`src/rtl/multicycle_control.sv`:
```
// -----------------------------------------------------------------------------
// multicycle_control
//
// Finite-state controller for a multi-cycle RV32I datapath that shares a
// single instruction/data memory port. Each instruction is stepped through
// fetch, decode, execute, memory and write-back. The controller drives every
// datapath mux select and register write enable, and it waits on a memory
// ready handshake.
//
// Configuration macro:
//   MC_CTRL_JUMP_EN  defined   : JAL / JALR are sequenced (states 10..12).
//                    undefined : opcodes 1101111 / 1100111 halt as illegal.
//
// Ports:
//   i_clk         clock; every state change happens on the rising edge
//   i_reset       synchronous, active-high reset
//   i_opcode      IR[6:0]; valid from DECODE onward
//   i_alu_zero    ALU zero flag (combinational from the datapath)
//   i_mem_ready   memory completes the current read/write this cycle
//   o_mem_read    memory read request
//   o_mem_write   memory write request
//   o_i_or_d      memory address select: 0 = PC, 1 = ALU-result register
//   o_ir_write    load IR (and old-PC) from memory data
//   o_pc_write    load PC
//   o_pc_src      PC source: 0 = live ALU output, 1 = ALU-result register
//   o_alu_src_a   A select: 00 = PC, 01 = rs1, 10 = old-PC
//   o_alu_src_b   B select: 00 = rs2, 01 = constant 4, 10 = immediate
//   o_alu_op      00 = add, 01 = sub/compare, 10 = R-type funct, 11 = I-type
//   o_reg_write   register file write enable
//   o_wb_sel      write data: 00 = ALU-result reg, 01 = mem data, 10 = PC
//   o_instr_done  one-cycle pulse on the last cycle of each instruction
//   o_illegal     sticky: unsupported opcode decoded
//   o_state       current state encoding, for debug
//
// The state and the sticky illegal flag are the only flops. All control
// outputs are decoded from the registered state, so they are glitch-free
// with respect to state changes; the few that must react to the handshake
// in the same cycle (ir_write, pc_write on fetch, branch pc_write, and the
// completion of memory phases) also look at i_mem_ready / i_alu_zero, and
// all outputs are forced low while i_reset is high so no write enable can
// fire in a reset cycle.
// -----------------------------------------------------------------------------
module multicycle_control (
  input  logic       i_clk,
  input  logic       i_reset,
  input  logic [6:0] i_opcode,
  input  logic       i_alu_zero,
  input  logic       i_mem_ready,
  output logic       o_mem_read,
  output logic       o_mem_write,
  output logic       o_i_or_d,
  output logic       o_ir_write,
  output logic       o_pc_write,
  output logic       o_pc_src,
  output logic [1:0] o_alu_src_a,
  output logic [1:0] o_alu_src_b,
  output logic [1:0] o_alu_op,
  output logic       o_reg_write,
  output logic [1:0] o_wb_sel,
  output logic       o_instr_done,
  output logic       o_illegal,
  output logic [3:0] o_state
);

  typedef enum logic [3:0] {
    S_FETCH     = 4'd0,
    S_DECODE    = 4'd1,
    S_MEM_ADDR  = 4'd2,
    S_MEM_READ  = 4'd3,
    S_MEM_WB    = 4'd4,
    S_MEM_WRITE = 4'd5,
    S_EXEC_R    = 4'd6,
    S_EXEC_I    = 4'd7,
    S_ALU_WB    = 4'd8,
    S_BRANCH    = 4'd9,
`ifdef MC_CTRL_JUMP_EN
    S_JAL       = 4'd10,
    S_JALR_ADDR = 4'd11,
    S_JALR_WB   = 4'd12,
`endif
    S_HALT      = 4'd15
  } state_t;

  localparam logic [6:0] OP_LOAD   = 7'b0000011;
  localparam logic [6:0] OP_STORE  = 7'b0100011;
  localparam logic [6:0] OP_RTYPE  = 7'b0110011;
  localparam logic [6:0] OP_ITYPE  = 7'b0010011;
  localparam logic [6:0] OP_BRANCH = 7'b1100011;
  localparam logic [6:0] OP_JAL    = 7'b1101111;
  localparam logic [6:0] OP_JALR   = 7'b1100111;

  localparam logic [1:0] SRC_A_PC    = 2'b00;
  localparam logic [1:0] SRC_A_RS1   = 2'b01;
  localparam logic [1:0] SRC_A_OLDPC = 2'b10;
  localparam logic [1:0] SRC_B_RS2   = 2'b00;
  localparam logic [1:0] SRC_B_FOUR  = 2'b01;
  localparam logic [1:0] SRC_B_IMM   = 2'b10;
  localparam logic [1:0] ALU_ADD     = 2'b00;
  localparam logic [1:0] ALU_SUB     = 2'b01;
  localparam logic [1:0] ALU_RFUNCT  = 2'b10;
  localparam logic [1:0] ALU_IFUNCT  = 2'b11;
  localparam logic [1:0] WB_ALUOUT   = 2'b00;
  localparam logic [1:0] WB_MEM      = 2'b01;
  localparam logic [1:0] WB_PC       = 2'b10;

  state_t state_q, state_d;
  logic   illegal_q, illegal_d;

  // Next-state and control-output decode from the registered state.
  always_comb begin
    state_d      = state_q;
    illegal_d    = illegal_q;
    o_mem_read   = 1'b0;
    o_mem_write  = 1'b0;
    o_i_or_d     = 1'b0;
    o_ir_write   = 1'b0;
    o_pc_write   = 1'b0;
    o_pc_src     = 1'b0;
    o_alu_src_a  = SRC_A_PC;
    o_alu_src_b  = SRC_B_RS2;
    o_alu_op     = ALU_ADD;
    o_reg_write  = 1'b0;
    o_wb_sel     = WB_ALUOUT;
    o_instr_done = 1'b0;
    o_illegal    = 1'b0;
    o_state      = 4'd0;

    if (i_reset) begin
      // Everything stays at its quiet default; the flop block loads FETCH.
      state_d   = S_FETCH;
      illegal_d = 1'b0;
    end else begin
      o_state   = state_q;
      o_illegal = illegal_q;

      case (state_q)
        S_FETCH: begin
          // ALU computes PC+4 while the instruction word is read.
          o_mem_read  = 1'b1;
          o_alu_src_b = SRC_B_FOUR;
          if (i_mem_ready) begin
            o_ir_write = 1'b1;
            o_pc_write = 1'b1;
            state_d    = S_DECODE;
          end else begin
            state_d    = S_FETCH;
          end
        end

        S_DECODE: begin
          // old-PC + imm is latched speculatively as the branch/jump target.
          o_alu_src_a = SRC_A_OLDPC;
          o_alu_src_b = SRC_B_IMM;
          case (i_opcode)
            OP_LOAD,
            OP_STORE:  state_d = S_MEM_ADDR;
            OP_RTYPE:  state_d = S_EXEC_R;
            OP_ITYPE:  state_d = S_EXEC_I;
            OP_BRANCH: state_d = S_BRANCH;
`ifdef MC_CTRL_JUMP_EN
            OP_JAL:    state_d = S_JAL;
            OP_JALR:   state_d = S_JALR_ADDR;
`else
            OP_JAL,
            OP_JALR: begin
              state_d   = S_HALT;
              illegal_d = 1'b1;
            end
`endif
            default: begin
              state_d   = S_HALT;
              illegal_d = 1'b1;
            end
          endcase
        end

        S_MEM_ADDR: begin
          o_alu_src_a = SRC_A_RS1;
          o_alu_src_b = SRC_B_IMM;
          if (i_opcode == OP_LOAD) begin
            state_d = S_MEM_READ;
          end else begin
            state_d = S_MEM_WRITE;
          end
        end

        S_MEM_READ: begin
          o_mem_read = 1'b1;
          o_i_or_d   = 1'b1;
          if (i_mem_ready) begin
            state_d = S_MEM_WB;
          end else begin
            state_d = S_MEM_READ;
          end
        end

        S_MEM_WB: begin
          o_reg_write  = 1'b1;
          o_wb_sel     = WB_MEM;
          o_instr_done = 1'b1;
          state_d      = S_FETCH;
        end

        S_MEM_WRITE: begin
          // A store finishes in the cycle the memory accepts the write.
          o_mem_write = 1'b1;
          o_i_or_d    = 1'b1;
          if (i_mem_ready) begin
            o_instr_done = 1'b1;
            state_d      = S_FETCH;
          end else begin
            state_d      = S_MEM_WRITE;
          end
        end

        S_EXEC_R: begin
          o_alu_src_a = SRC_A_RS1;
          o_alu_src_b = SRC_B_RS2;
          o_alu_op    = ALU_RFUNCT;
          state_d     = S_ALU_WB;
        end

        S_EXEC_I: begin
          o_alu_src_a = SRC_A_RS1;
          o_alu_src_b = SRC_B_IMM;
          o_alu_op    = ALU_IFUNCT;
          state_d     = S_ALU_WB;
        end

        S_ALU_WB: begin
          o_reg_write  = 1'b1;
          o_wb_sel     = WB_ALUOUT;
          o_instr_done = 1'b1;
          state_d      = S_FETCH;
        end

        S_BRANCH: begin
          // Compare rs1-rs2; the target latched in DECODE is taken on zero.
          o_alu_src_a  = SRC_A_RS1;
          o_alu_src_b  = SRC_B_RS2;
          o_alu_op     = ALU_SUB;
          o_pc_src     = 1'b1;
          o_pc_write   = i_alu_zero;
          o_instr_done = 1'b1;
          state_d      = S_FETCH;
        end

`ifdef MC_CTRL_JUMP_EN
        S_JAL: begin
          // PC already holds old-PC+4, which becomes the link value.
          o_reg_write  = 1'b1;
          o_wb_sel     = WB_PC;
          o_pc_write   = 1'b1;
          o_pc_src     = 1'b1;
          o_instr_done = 1'b1;
          state_d      = S_FETCH;
        end

        S_JALR_ADDR: begin
          o_alu_src_a = SRC_A_RS1;
          o_alu_src_b = SRC_B_IMM;
          o_alu_op    = ALU_ADD;
          state_d     = S_JALR_WB;
        end

        S_JALR_WB: begin
          // Datapath clears bit 0 of the rs1+imm target on the PC load.
          o_reg_write  = 1'b1;
          o_wb_sel     = WB_PC;
          o_pc_write   = 1'b1;
          o_pc_src     = 1'b1;
          o_instr_done = 1'b1;
          state_d      = S_FETCH;
        end
`endif

        S_HALT: begin
          // Terminal until reset; only the illegal flag is visible.
          state_d   = S_HALT;
          illegal_d = 1'b1;
        end

        default: begin
          // Unused encodings are treated as a fault and parked in HALT.
          state_d   = S_HALT;
          illegal_d = 1'b1;
        end
      endcase
    end
  end

  // State and sticky illegal flag registers with synchronous reset.
  always_ff @(posedge i_clk) begin
    if (i_reset) begin
      state_q   <= S_FETCH;
      illegal_q <= 1'b0;
    end else begin
      state_q   <= state_d;
      illegal_q <= illegal_d;
    end
  end

endmodule

```
`config.mk`:
```
export PLATFORM = sky130hd
export DESIGN_NAME = multicycle_control
export DESIGN_NICKNAME = d
export VERILOG_FILES = /design/src/rtl/multicycle_control.sv
export SDC_FILE = /design/constraint.sdc
export NUM_CORES = 1
export LEC_CHECK = 0
export CORE_MARGIN = 3
export CORE_UTILIZATION = 41
export CTS_BUF_LIST = sky130_fd_sc_hd__clkbuf_8
export DETAILED_ROUTE_END_ITERATION = 8
export PLACE_DENSITY = 0.83
export SLEW_MARGIN = 20
export SYNTH_ARGS = -nofsm -noshare
export SYNTH_HDL_FRONTEND = slang
export SYNTH_SLANG_ARGS = --single-unit
```
`constraint.sdc`:
```
create_clock -name i_clk -period 3.69 [get_ports i_clk]
set_input_delay 0.738 -clock i_clk [delete_from_list [all_inputs] [get_ports i_clk]]
set_output_delay 0.738 -clock i_clk [all_outputs]
set_load 0.05 [all_outputs]
```
==> flow_summary.ini <==
[grt]
grt_pass1_vias = 582
antenna_found_initial = 0
track_usage_pct = 17.2
overflow = 0
grt_max_degree = 16
grt_pass1_wl_um = 2580

[finish]
antenna_cells = 0
design_area_um2 = 957
nets = 124
drive_gt1_share_pct = 18.8
final_util_pct = 70.9
areaGrowthSynthToFinish_pct = 55.8

[clock_network]
clk_pin_slew_ns = 0.03
ctsHoldBuffers = 0
cts_setup_buffers = 0
cts_resized = 0
cts_sinks = 5
htreeDepth = 1
cts_tree = done
cts_buffers = 3
clk_path_buf_depth = 2
clockRootBuffer = clkbuf_8
worstSkewPairLatency_ns = 0.22

[power]
p_int_w = 0.000364
power_frac_comb_pct = 67.2
pwr-share-seq_pct = 20.0
p_sw_share_pct = 52.5
ir_drop_mv = 0.373
p_leak_nw = 0.389
p_sw_w = 0.000402
powerDensity_mw_per_mm2 = 801
pwr-share-clk_pct = 12.8

[yosys]
syn_nets = 94
yosysSeqAreaShare_pct = 16.3
synth-xor-area-share_pct = 2.85
synth_mux_area_share_pct = 1.63
synthAdderAreaFrac_pct = 0
avgSynthCellArea_um2 = 7.40
synth-main-ff-cell = dfxtp_1
ys_types = 38
ys_ff_latch = 5
netlist_instances = 83
synth_top_family_by_area = simple AND/OR/NAND/NOR gates
synth_compound_area_share_pct = 26.7
synth_edf_count = 0
syn-cell-area_um2 = 614
synth-simple-area-share_pct = 43.6
synthArstFlopShare_pct = 0
ys_warn_count = 0

[critical_path]
path_delay_family = buffers and inverters
crit_path_max_incr_delay_ns = 0.79
end_kind = output pin
reg2reg_to = state_q[1]$_SDFF_PP0_
startpoint_type = primary input
path_class = primary input to output pin
critPathArrivalTime_ns = 2.56
endpoint = o_alu_op[1]
cpMaxStageDelayCell = clkdlybuf4s50_1
reg2reg_depth = 4
startpoint = i_reset
crit_buf_inv = 2
crit_chain = clkdlybuf4s50_1 -> nor2b_1 -> and2_1 -> clkdlybuf4s50_1
path_depth = 4
crit_fanout = 11
worst_ep_required_time_ns = 2.95
r2r-start = state_q[0]$_SDFF_PP0_
r2r_slack_ns = 2.13
cp_common_cell = clkdlybuf4s50_1

[min_path]
hold_path.class = flop to flop

[die]
die_area_mm2 = 0.00200
io_pins = 32
start_util_pct = 45.5
die_w_um = 44.7
num_rows = 13
die-height_um = 44.7
core_mm2 = 0.00135

[placed_design]
dp_hpwl_um = 1260
gp_congestion = 0.786
placed_area_um2 = 912
port-buffer-count = 30
dp_slack_ns = 0.389

[detailed_routing]
routedWlPerCell_um = 12.7
wl_um = 1610
ant_nets = 0
viasPerCell = 5.45
drt_iter0_drc = 6
vias = 692
drc = 0
dr.pass1.iters = 4

[outcome]
outcome = completed

[timing]
finalMaxSlewViolations = 0
finalSetupViolCount = 0
maxSlewHeadroom_pct = 60.1
fin_ws_ns = 0.395
min_period_ns = 3.30
hold_violations = 0
finalSetupTns_ns = 0
finalClockSkew_ns = 0.000825
tightest_slew_ns = 0.597
fin_crit_sh_pct = 89.3
rsz0062_at_grt = false
fmax_mhz = 303
holdWs_ns = 0.516

[flow_run]
cap_viol_max_count = 0
==> power groups by stage <==
stage | registers [W] | logic (W) | clock network [W]
5_1_grt | 0.000160 | 0.000549 | 0.000105
3_3_place_gp | 0.000150 | 0.000514 | 0
4_1_cts | 0.000151 | 0.000518 | 0.000101
3_5_place_dp | 0.000152 | 0.000517 | 0
6_report | 0.000153 | 0.000515 | 0.0000981
2_1_floorplan | 0.000104 | 0.000421 | 0
==> tightest hold or removal path, delay by kind of cell, from the launching register on <==
family / cells / cell delay (ns)
flops: 1 / 0.31
compound gates: 2 / 0.17
==> sequential cells by signal, indices dropped and copies added, names as in the netlist <==
name / count
illegal_q: 1
state_q: 4
==> layout make-up <==
| cell class | instances | area, µm² |
|---|---|---|
| inverter | 2 | 7.51 |
| clock inverter | 1 | 3.75 |
| timing repair buffer | 31 | 323 |
| fill | 111 | 393 |
| sequential | 5 | 100 |
| tap | 15 | 18.8 |
| clock buffer | 3 | 41.3 |
| multi-input combinational | 70 | 463 |
==> metal layers <==
layer	GRT usage (%)	vias up	routed length, µm
met3	3.59	3	134
met4	7.23	0	23
met5	0	-	0
met2	29.8	31	749
met1	20.2	308	705
li1	-	350	-
==> cell usage after synthesis (all sizes together), types with 3 or more instances <==
cell    number  area share (%)
a21oi        8             7.1
nor2         8             4.9
dfxtp        5              16
nor3         4             3.3
o21ai        6             4.9
nand2        3             1.8
buf          5             6.5
nand2b       4             4.1
a31oi        3             3.1
nor2b        7             7.1
==> logic make-up after synthesis <==
family,Yosys count
AND/OR/NAND/NOR,40
AO/OA/AOI/OAI,26
buffers and inverters,8
flip-flops,5
XOR/XNOR,2
multiplexers,1
other,1
==> placed cells by master (no fill, tap or decap) <==
cell and n:
and2b_1 1, a21boi_0 1, a21boi_1 1, clkbuf_8 3, or2_4 1, o2bb2ai_1 1
nor4b_4 2, xnor2_1 1, dfxtp_1 5, and2_1 2, nor3b_1 1, conb_1 1
buf_4 7, a21oi_1 7, nand3b_1 2, o21ba_2 1, nor2b_1 7, xor2_1 1
a21o_1 2, o22ai_1 1, a31oi_1 3, a31o_2 1, mux2i_1 1, o21ai_0 6
nand2_1 3, a22oi_1 1, or2_2 1, a21oi_2 1, or3_1 1, inv_1 3
clkdlybuf4s50_1 21, nand2b_1 4, nand4bb_1 1, buf_12 3, nor2_1 8, and3_1 1
nor3_1 4, and2b_2 1
==> how the worst min path moves through the flow <==
stage	startpoint	end	cells past startpoint
floorplan	illegal_q$_SDFFE_PP0P_	illegal_q$_SDFFE_PP0P_	2
global placement	illegal_q$_SDFFE_PP0P_	illegal_q$_SDFFE_PP0P_	2
detailed placement	illegal_q$_SDFFE_PP0P_	illegal_q$_SDFFE_PP0P_	2
CTS	illegal_q$_SDFFE_PP0P_	illegal_q$_SDFFE_PP0P_	2
global route	illegal_q$_SDFFE_PP0P_	illegal_q$_SDFFE_PP0P_	2
finish	illegal_q$_SDFFE_PP0P_	illegal_q$_SDFFE_PP0P_	2
==> through the flow <==
| stage | std cells | power (W) |
|---|---|---|
| 6_report | 127 | 0.000766 |
| 5_1_grt | 127 | 0.000813 |
| 4_1_cts | 127 | 0.000770 |
| 3_5_place_dp | 123 | 0.000669 |
| 3_3_place_gp | 123 | 0.000664 |
| 2_1_floorplan | 83 | 0.000525 |
No activity file was read; power rests on OpenSTA's default activity.
